## config.mk

```make
export PLATFORM = sky130hd
export DESIGN_NAME = tail_light_seq
export DESIGN_NICKNAME = d
export VERILOG_FILES = /design/src/rtl/tail_light_seq.sv
export SDC_FILE = /design/constraint.sdc
export NUM_CORES = 1
export LEC_CHECK = 0
export ABC_AREA = 1
export CORE_AREA = 3 3 40 42
export DETAILED_ROUTE_END_ITERATION = 8
export DIE_AREA = 0 0 43 45
export DONT_BUFFER_PORTS = 1
export SYNTH_ARGS = -nofsm -noshare
export SYNTH_HDL_FRONTEND = slang
export SYNTH_SLANG_ARGS = --single-unit
export TNS_END_PERCENT = 50
```

## constraint.sdc

```tcl
create_clock -name clk -period 3.15 [get_ports clk]
set_input_delay 0.63 -clock clk [delete_from_list [all_inputs] [get_ports clk]]
set_output_delay 0.63 -clock clk [all_outputs]
set_load 0.1 [all_outputs]
```

## src/rtl/tail_light_seq.sv

```systemverilog
// rtl/tail_light_seq.sv - turn-signal walk, hazard and brake-overlay sequencer
// Lamps light outward from bit 0; every output is registered from next-state values.
module tail_light_seq #(
  parameter int LAMPS = 3,
  parameter int HOLD  = 1
) (
  input  logic             clk,
  input  logic             reset,
  input  logic             left,
  input  logic             right,
  input  logic             hazard,
  input  logic             brake,
  output logic [LAMPS-1:0] lamp_l,
  output logic [LAMPS-1:0] lamp_r,
  output logic             busy
);

  localparam int SW = $clog2(LAMPS + 1);
  localparam int HW = $clog2(HOLD + 1);
  localparam logic [SW-1:0] STEP_MAX  = SW'(LAMPS);
  localparam logic [HW-1:0] HOLD_LAST = HW'(HOLD - 1);

  typedef enum logic [1:0] {IDLE, LEFT, RIGHT, HAZ} state_t;

  state_t           state, state_n, req_state;
  logic [SW-1:0]    step, step_n, req_step;
  logic [HW-1:0]    hold, hold_n;
  logic [LAMPS-1:0] lamp_l_n, lamp_r_n;
  logic             haz_req, step_end;

  function automatic logic [LAMPS-1:0] walk(input logic [SW-1:0] s);
    logic [LAMPS-1:0] p;
    for (int i = 0; i < LAMPS; i++) p[i] = (i < int'(s));
    return p;
  endfunction

  assign haz_req  = hazard | (left & right);
  assign step_end = (hold == HOLD_LAST);

  // Request decode shared by IDLE and every end-of-period decision point.
  always_comb begin
    req_state = IDLE;
    req_step  = '0;
    if (haz_req) begin
      req_state = HAZ;
      req_step  = SW'(1);
    end else if (left) begin
      req_state = LEFT;
      req_step  = SW'(1);
    end else if (right) begin
      req_state = RIGHT;
      req_step  = SW'(1);
    end
  end

  always_comb begin
    state_n = state;
    step_n  = step;
    hold_n  = hold;
    case (state)
      IDLE: begin
        state_n = req_state;
        step_n  = req_step;
        hold_n  = '0;
      end
      LEFT, RIGHT: begin
        if (haz_req) begin
          state_n = HAZ;
          step_n  = SW'(1);
          hold_n  = '0;
        end else if (step_end) begin
          hold_n = '0;
          if (step == '0) begin
            state_n = req_state;
            step_n  = req_step;
          end else if (step == STEP_MAX) begin
            step_n = '0;
          end else begin
            step_n = step + SW'(1);
          end
        end else begin
          hold_n = hold + HW'(1);
        end
      end
      HAZ: begin
        if (step_end) begin
          hold_n = '0;
          if (step == '0) begin
            state_n = req_state;
            step_n  = req_step;
          end else begin
            step_n = '0;
          end
        end else begin
          hold_n = hold + HW'(1);
        end
      end
      default: begin
        state_n = IDLE;
        step_n  = '0;
        hold_n  = '0;
      end
    endcase
  end

  // Brake lights only the side that is not walking; hazard ignores it.
  always_comb begin
    lamp_l_n = '0;
    lamp_r_n = '0;
    case (state_n)
      IDLE: begin
        if (brake) begin
          lamp_l_n = '1;
          lamp_r_n = '1;
        end
      end
      LEFT: begin
        lamp_l_n = walk(step_n);
        if (brake) lamp_r_n = '1;
      end
      RIGHT: begin
        lamp_r_n = walk(step_n);
        if (brake) lamp_l_n = '1;
      end
      HAZ: begin
        if (step_n != '0) begin
          lamp_l_n = '1;
          lamp_r_n = '1;
        end
      end
      default: begin
        lamp_l_n = '0;
        lamp_r_n = '0;
      end
    endcase
  end

  always_ff @(posedge clk) begin
    if (!reset) begin
      state  <= IDLE;
      step   <= '0;
      hold   <= '0;
      lamp_l <= '0;
      lamp_r <= '0;
      busy   <= 1'b0;
    end else begin
      state  <= state_n;
      step   <= step_n;
      hold   <= hold_n;
      lamp_l <= lamp_l_n;
      lamp_r <= lamp_r_n;
      busy   <= (state_n != IDLE);
    end
  end

endmodule

```

After elaboration in Yosys (flattened, before gate mapping). Cells that the tools add are included.

RAM bits: 0. Register bits after elaboration: 12. Latch bits: 0. Memory bits (read-only): 0. Output and inout bits: 7. Memories: 0.

$add $sub $neg: 2. Reductions and logical operators: 8. Shifts and indexed selects: 0. Magnitude comparators: 3. Bitwise gates (word level): 2. Div/mod/pow operators: 0. Multiplexer cells: 24. Multipliers: 0. Eq/ne operators: 7.

Operators by type and width (count): $mux 2 (12); $pmux 3 s3 (2); $pmux 2 s3 (2); $eq 2x2->1 const B (5); $logic_not 2->1 (3); $mux 3 (2); $reduce_or 2->1 (3); $mux 1 (5); $eq 2x1->1 const B (2); $lt 1x2->1 const A (2); $reduce_bool 2->1 (2); $pmux 1 s3 (1); $add 2x1->2 const B (1); $lt 2x2->1 const A (1); $add 1x1->1 const B (1); $and 1x1->1 (1); $or 1x1->1 (1).

Depth between registers and ports, before layout. Gate-level depths: netlist (run 1).

Depth after elaboration: 10. Mapped depth: 12. Gate-level depth less buffers: 12.

Worst setup path before layout (run 1). Ideal clock, no wire load.

Path kind: register to output. Start point: register busy. End point: output busy. Data required time: 2.520 ns. Stages on the path, launching flop included: 1. Path slack: 1.611 ns. Data arrival time: 0.909 ns. Cell sequence: dfxtp_1.

RTL lines: start: declaration (line 15) `output logic busy`; start signal: assignment (line 152) `busy <= (state_n != IDLE);`.

No word-level cell between the ends.

Final worst setup path (run 1).
Start point: register busy. End point: output busy.

No word-level cell between the ends.

==> summary.txt, run 1 <==
status -> finished, final reports clean
number of synthesized flops with an enable pin -> 0
Worst Max-Slew Pin Slew -> 940 ps
fmax -> 543 MHz
cts hold-fix bufs -> 0
R2R Path Start -> state[0]$_SDFF_PN0_
sequential area share after synthesis -> 36.6%
Via Count -> 477
routed len/inst -> 10.2 um
CTS tree -> yes
hold path start -> reset
Top Ports -> 13
Final Hold Viols -> 0
CP Data Arrival Time -> 1210 ps
flops & latches, synth -> 11
HP Class -> in -> reg
vias in the first global route -> 491
Max-slew headroom -> 37.3%
Root Driver -> clkbuf_4
latest clock arrival within the worst-skew pair -> 270 ps
initial core utilization -> 46.8%
hold endpoint -> lamp_r[2]$_SDFF_PN0_
clock-pin slew on the worst setup and hold paths -> 70 ps
Async SR Flop Fraction -> 0%
die span in x -> 43 um
crit path time final -> 1840 ps
cts repair resizes -> 0
count of pins over their slew limit -> 0
clock tree sinks -> 11
CP Capture Type -> output port
die area -> 1940 um^2
DR vias/cell -> 4.72
most common cell in the netlist -> nand2_1
height of the die -> 45 um
Critical Path RT -> 2520 ps
Yosys top cell area share -> 36.6%
Synthesized Nets -> 92
Setup Buffers After CTS -> 0
MaxCap Viol Count -> 0
Remaining DRCs -> 0
Post-Synthesis Cell Area -> 602 um^2
first-pass GRT wire length -> 1880 um
Fill cells -> 131
synth cell count leaders -> nand2_1 (24), inv_1 (12), dfxtp_1 (11)
worst-path fanout max -> 1
clock skew -> 4.34 ps
CTS Buf Count -> 3
ratio of cells with drive above 1 in the final layout -> 24.4%
DRT iter0 DRCs -> 5
Startpoint Class -> flop
area leader, netlist -> dfxtp_1
setup repair after global routing missed its margin -> no
post-synthesis cell type count -> 17
Final Setup Violations -> 0
antenna viol nets, final -> 0
R2R setup slack -> 1580 ps
Syn Area/Cell -> 7.34 um^2
final worst-path cycle share -> 58.5%
RePlAce Congestion -> 0.712
WHS Path Cells -> 2
crit path kind -> reg -> out
reg2reg end -> lamp_l[2]$_SDFF_PN0_
htree depth -> 1
global-route usage over all layers -> 13.1%
top_reg_cell synth -> dfxtp_1
PortBufs -> 0
Cell Rows -> 13
worst r2r path cells -> 10
nets -> 97
total negative slack -> 0 ps
First-pass DRT Iterations -> 4
dpl hpwl -> 862 um
Clock Path Buffers -> 2
Ant. Diodes -> 0
Area Overhead vs Synth -> 7.48%
cells after synthesis -> 82
GRT Residual Overflow -> 0
Syn. warnings -> 0
initial antenna violation count -> 0
DRT Wirelength -> 1030 um
largest net degree at the start of global routing -> 7
Core ar. -> 1280 um^2
Synth area leaders -> dfxtp_1 (37%), nand2_1 (15%), ha_1 (8.3%), inv_1 (7.5%), nand2_2 (6.2%)
[sequential cells by signal, summed over array words and instances, names as in the netlist]
register,count
busy,1
lamp_l,3
lamp_r,3
state,2
step,2
[area by class of cell]
class,instances,area (um^2),share of cell area (%)
inverters,14,52.6,8.12
flip-flops and latches,11,220,34.0
well taps,15,18.8,2.90
clock buffers,4,26.3,4.06
multi-input cells,57,329,50.9
[placed cells by master, fill, tap and decap left out, drive strengths merged]
master and count:
a21oi 2, clkbuf 4, dfxtp 11, ha 4, inv 14, nand2 30, nand3 5, nand4 1
nor2 11, o21ai 3, o21bai 1
[cells by family after synthesis]
logic type,synth area share (%)
flip-flops,36.6
AND/OR/NAND/NOR,37.8
AO/OA/AOI/OAI,8.52
buffers and inverters,8.73
adder cells (fa/ha/maj),8.32
[metrics by stage]
stage / cells / utilization, % / area, um^2 / setup WS (ps) / hold slack (ps)
final: 101 / 50.3 / 647 / 1310 / 509
after global routing: 101 / 50.3 / 647 / 1280 / 522
after CTS: 101 / 50.3 / 647 / 1300 / 507
after detailed placement: 97 / 48.3 / 621 / 1580 / 759
after global placement: 97 / 48.3 / 621 / 1600 / 757
after floorplan: 82 / - / 602 / 1610 / 696
[metal layers]
metal / track usage, % / vias to the layer above / part of all wire, %
li1: - / 256 / -
met1: 16.6 / 208 / 48
met2: 20.1 / 8 / 46
met3: 1.20 / 5 / 2.7
met4: 10.8 / 0 / 3.5
met5: 0 / - / 0
[worst max-delay path by stage]
stage,start,endpoint,depth (start not counted)
after floorplan,busy$_SDFF_PN0_,busy,0
after global placement,busy$_SDFF_PN0_,busy,0
after detailed placement,state[0]$_SDFF_PN0_,lamp_l[1]$_SDFF_PN0_,10
after CTS,busy$_SDFF_PN0_,busy,0
after global routing,busy$_SDFF_PN0_,busy,0
final,busy$_SDFF_PN0_,busy,0
Power of run 1 is not shown: default switching activity piles up to over one toggle a cycle in this logic, so the estimate is an artifact.
==> run 2, diff against run 1 <==
- clock period: 3.15 -> 1.75 ns (I/O delays scaled with it)
==> summary.txt, run 2 (synthesized netlist as in run 1, its figures left out) <==
status -> finished, final reports clean (unchanged)
PortBufs -> 0 (unchanged)
MaxCap Viol Count -> 0 (unchanged)
dpl hpwl -> 835 um (was 862 um)
fin worst setup slack -> 155 ps (was 1310 ps)
DRT Wirelength -> 1020 um (was 1030 um)
clock skew -> 5.78 ps (was 4.34 ps)
First-pass DRT Iterations -> 3 (was 4)
fmax -> 627 MHz
die span in x -> 43 um (unchanged)
Root Driver -> clkbuf_4 (unchanged)
cts hold-fix bufs -> 0 (unchanged)
Core ar. -> 1280 um^2 (unchanged)
most frequent cells in the layout -> nand2_1 (24), inv_1 (12), dfxtp_1 (11) (unchanged)
Startpoint Class -> flop (unchanged)
Worst Max-Slew Pin Slew -> 280 ps (was 940 ps)
total negative slack -> 0 ps (unchanged)
Setup WS pre-CTS -> 153 ps (was 1580 ps)
Setup Buffers After CTS -> 0 (unchanged)
nets -> 104 (was 97)
initial core utilization -> 46.8% (unchanged)
Ant. Diodes -> 0 (unchanged)
Cell Rows -> 13 (unchanged)
worst r2r path cells -> 10 (unchanged)
WHS -> 223 ps (was 509 ps)
hold endpoint -> lamp_r[2]$_SDFF_PN0_ (unchanged)
R2R Path Start -> state[0]$_SDFF_PN0_ (unchanged)
setup repair after global routing missed its margin -> no (unchanged)
global-route usage over all layers -> 13.5% (was 13.1%)
WHS Path Cells -> 2 (unchanged)
Top Ports -> 13 (unchanged)
Final Hold Viols -> 0 (unchanged)
hold path start -> reset (unchanged)
DR vias/cell -> 4.71 (was 4.72)
crit path kind -> reg -> reg (was reg -> out)
first-pass GRT wire length -> 1840 um (was 1880 um)
Largest regs -> lamp_l: 3 flops, lamp_r: 3 flops (unchanged)
design area -> 699 um^2 (was 647 um^2)
reg2reg end -> lamp_l[2]$_SDFF_PN0_ (unchanged)
GRT Residual Overflow -> 0 (unchanged)
antenna viol nets, final -> 0 (unchanged)
CP Capture Type -> flop (was output port)
initial antenna violation count -> 0 (unchanged)
count of pins over their slew limit -> 0 (unchanged)
Clock Path Buffers -> 2 (unchanged)
Critical Path RT -> 1910 ps (was 2520 ps)
CTS tree -> yes (unchanged)
routed len/inst -> 9.48 um (was 10.2 um)
Placed Area -> 673 um^2 (was 621 um^2)
Fill cells -> 131 (unchanged)
RePlAce Congestion -> 0.726 (was 0.712)
height of the die -> 45 um (unchanged)
die area -> 1940 um^2 (unchanged)
clock-pin slew on the worst setup and hold paths -> 70 ps (about the same)
latest clock arrival within the worst-skew pair -> 270 ps (about the same)
Remaining DRCs -> 0 (unchanged)
htree depth -> 1 (unchanged)
Via Count -> 509 (was 477)
clock tree sinks -> 11 (unchanged)
CP Data Arrival Time -> 1760 ps (was 1210 ps)
Final Setup Violations -> 0 (unchanged)
worst-path fanout max -> 3 (was 1)
ratio of cells with drive above 1 in the final layout -> 30.1% (was 24.4%)
most common cell after layout, fill and taps aside -> nand2_1 (unchanged)
largest net degree at the start of global routing -> 7 (unchanged)
DRT iter0 DRCs -> 8 (was 5)
cts repair resizes -> 0 (unchanged)
final worst-path cycle share -> 91.2%
Max-slew headroom -> 81.5% (was 37.3%)
CTS Buf Count -> 3 (unchanged)
Area Overhead vs Synth -> 16.2% (was 7.48%)
vias in the first global route -> 478 (was 491)
crit path time final -> 1600 ps
HP Class -> in -> reg (unchanged)
R2R setup slack -> 150 ps (was 1580 ps)
[run 2: changes by cell type in the layout (fill, tap and decap cells not counted)]
cell,change
buf_4,+7
[run 2: metal layers]
layer / global-route usage, % / vias up / share of wire (%)
met5: 0 / - / 0
met4: 7.23 / 0 / 2.1
met3: 7.17 / 5 / 4.9
met2: 21.9 / 8 / 50
met1: 14.4 / 225 / 42
li1: - / 271 / -
[run 2: cell type report]
type                    count  area [um^2]  share of cell area [%]
multi-input cells          57          329                    47.0
flip-flops and latches     11          220                    31.5
repair buffers              7         52.6                    7.51
inverters                  14         52.6                    7.51
clock buffers               4         26.3                    3.76
well taps                  15         18.8                    2.68
[run 2: worst max-delay path, stage by stage, from the launching register on]
cell and delay (ps):
dfxtp_1 370, inv_1 60, ha_1 330, nor2_2 160, o21bai_4 80, nand2_1 100, nand3_2 100, nand2_2 90
nor2_2 40, nor2_2 100, o21ai_2 60
[run 2: through the flow]
step           utilization (%)  instances
6_report                  54.4        108
5_1_grt                   54.4        108
4_1_cts                   54.4        108
3_5_place_dp              52.4        104
3_3_place_gp              52.4        104
2_1_floorplan                -         82
[run 2: worst max path at each step]
stage / startpoint / to / slack (ps) / depth (start not counted)
after global routing: state[0]$_SDFF_PN0_ / lamp_r[1]$_SDFF_PN0_ / 30 / 11
after floorplan: state[0]$_SDFF_PN0_ / lamp_l[2]$_SDFF_PN0_ / 300 / 10
after detailed placement: state[0]$_SDFF_PN0_ / lamp_l[2]$_SDFF_PN0_ / 150 / 10
after CTS: state[0]$_SDFF_PN0_ / lamp_l[2]$_SDFF_PN0_ / 130 / 10
final: state[0]$_SDFF_PN0_ / lamp_l[2]$_SDFF_PN0_ / 150 / 10
after global placement: state[0]$_SDFF_PN0_ / lamp_l[2]$_SDFF_PN0_ / 190 / 10
Power of run 2 is left out for the same reason.
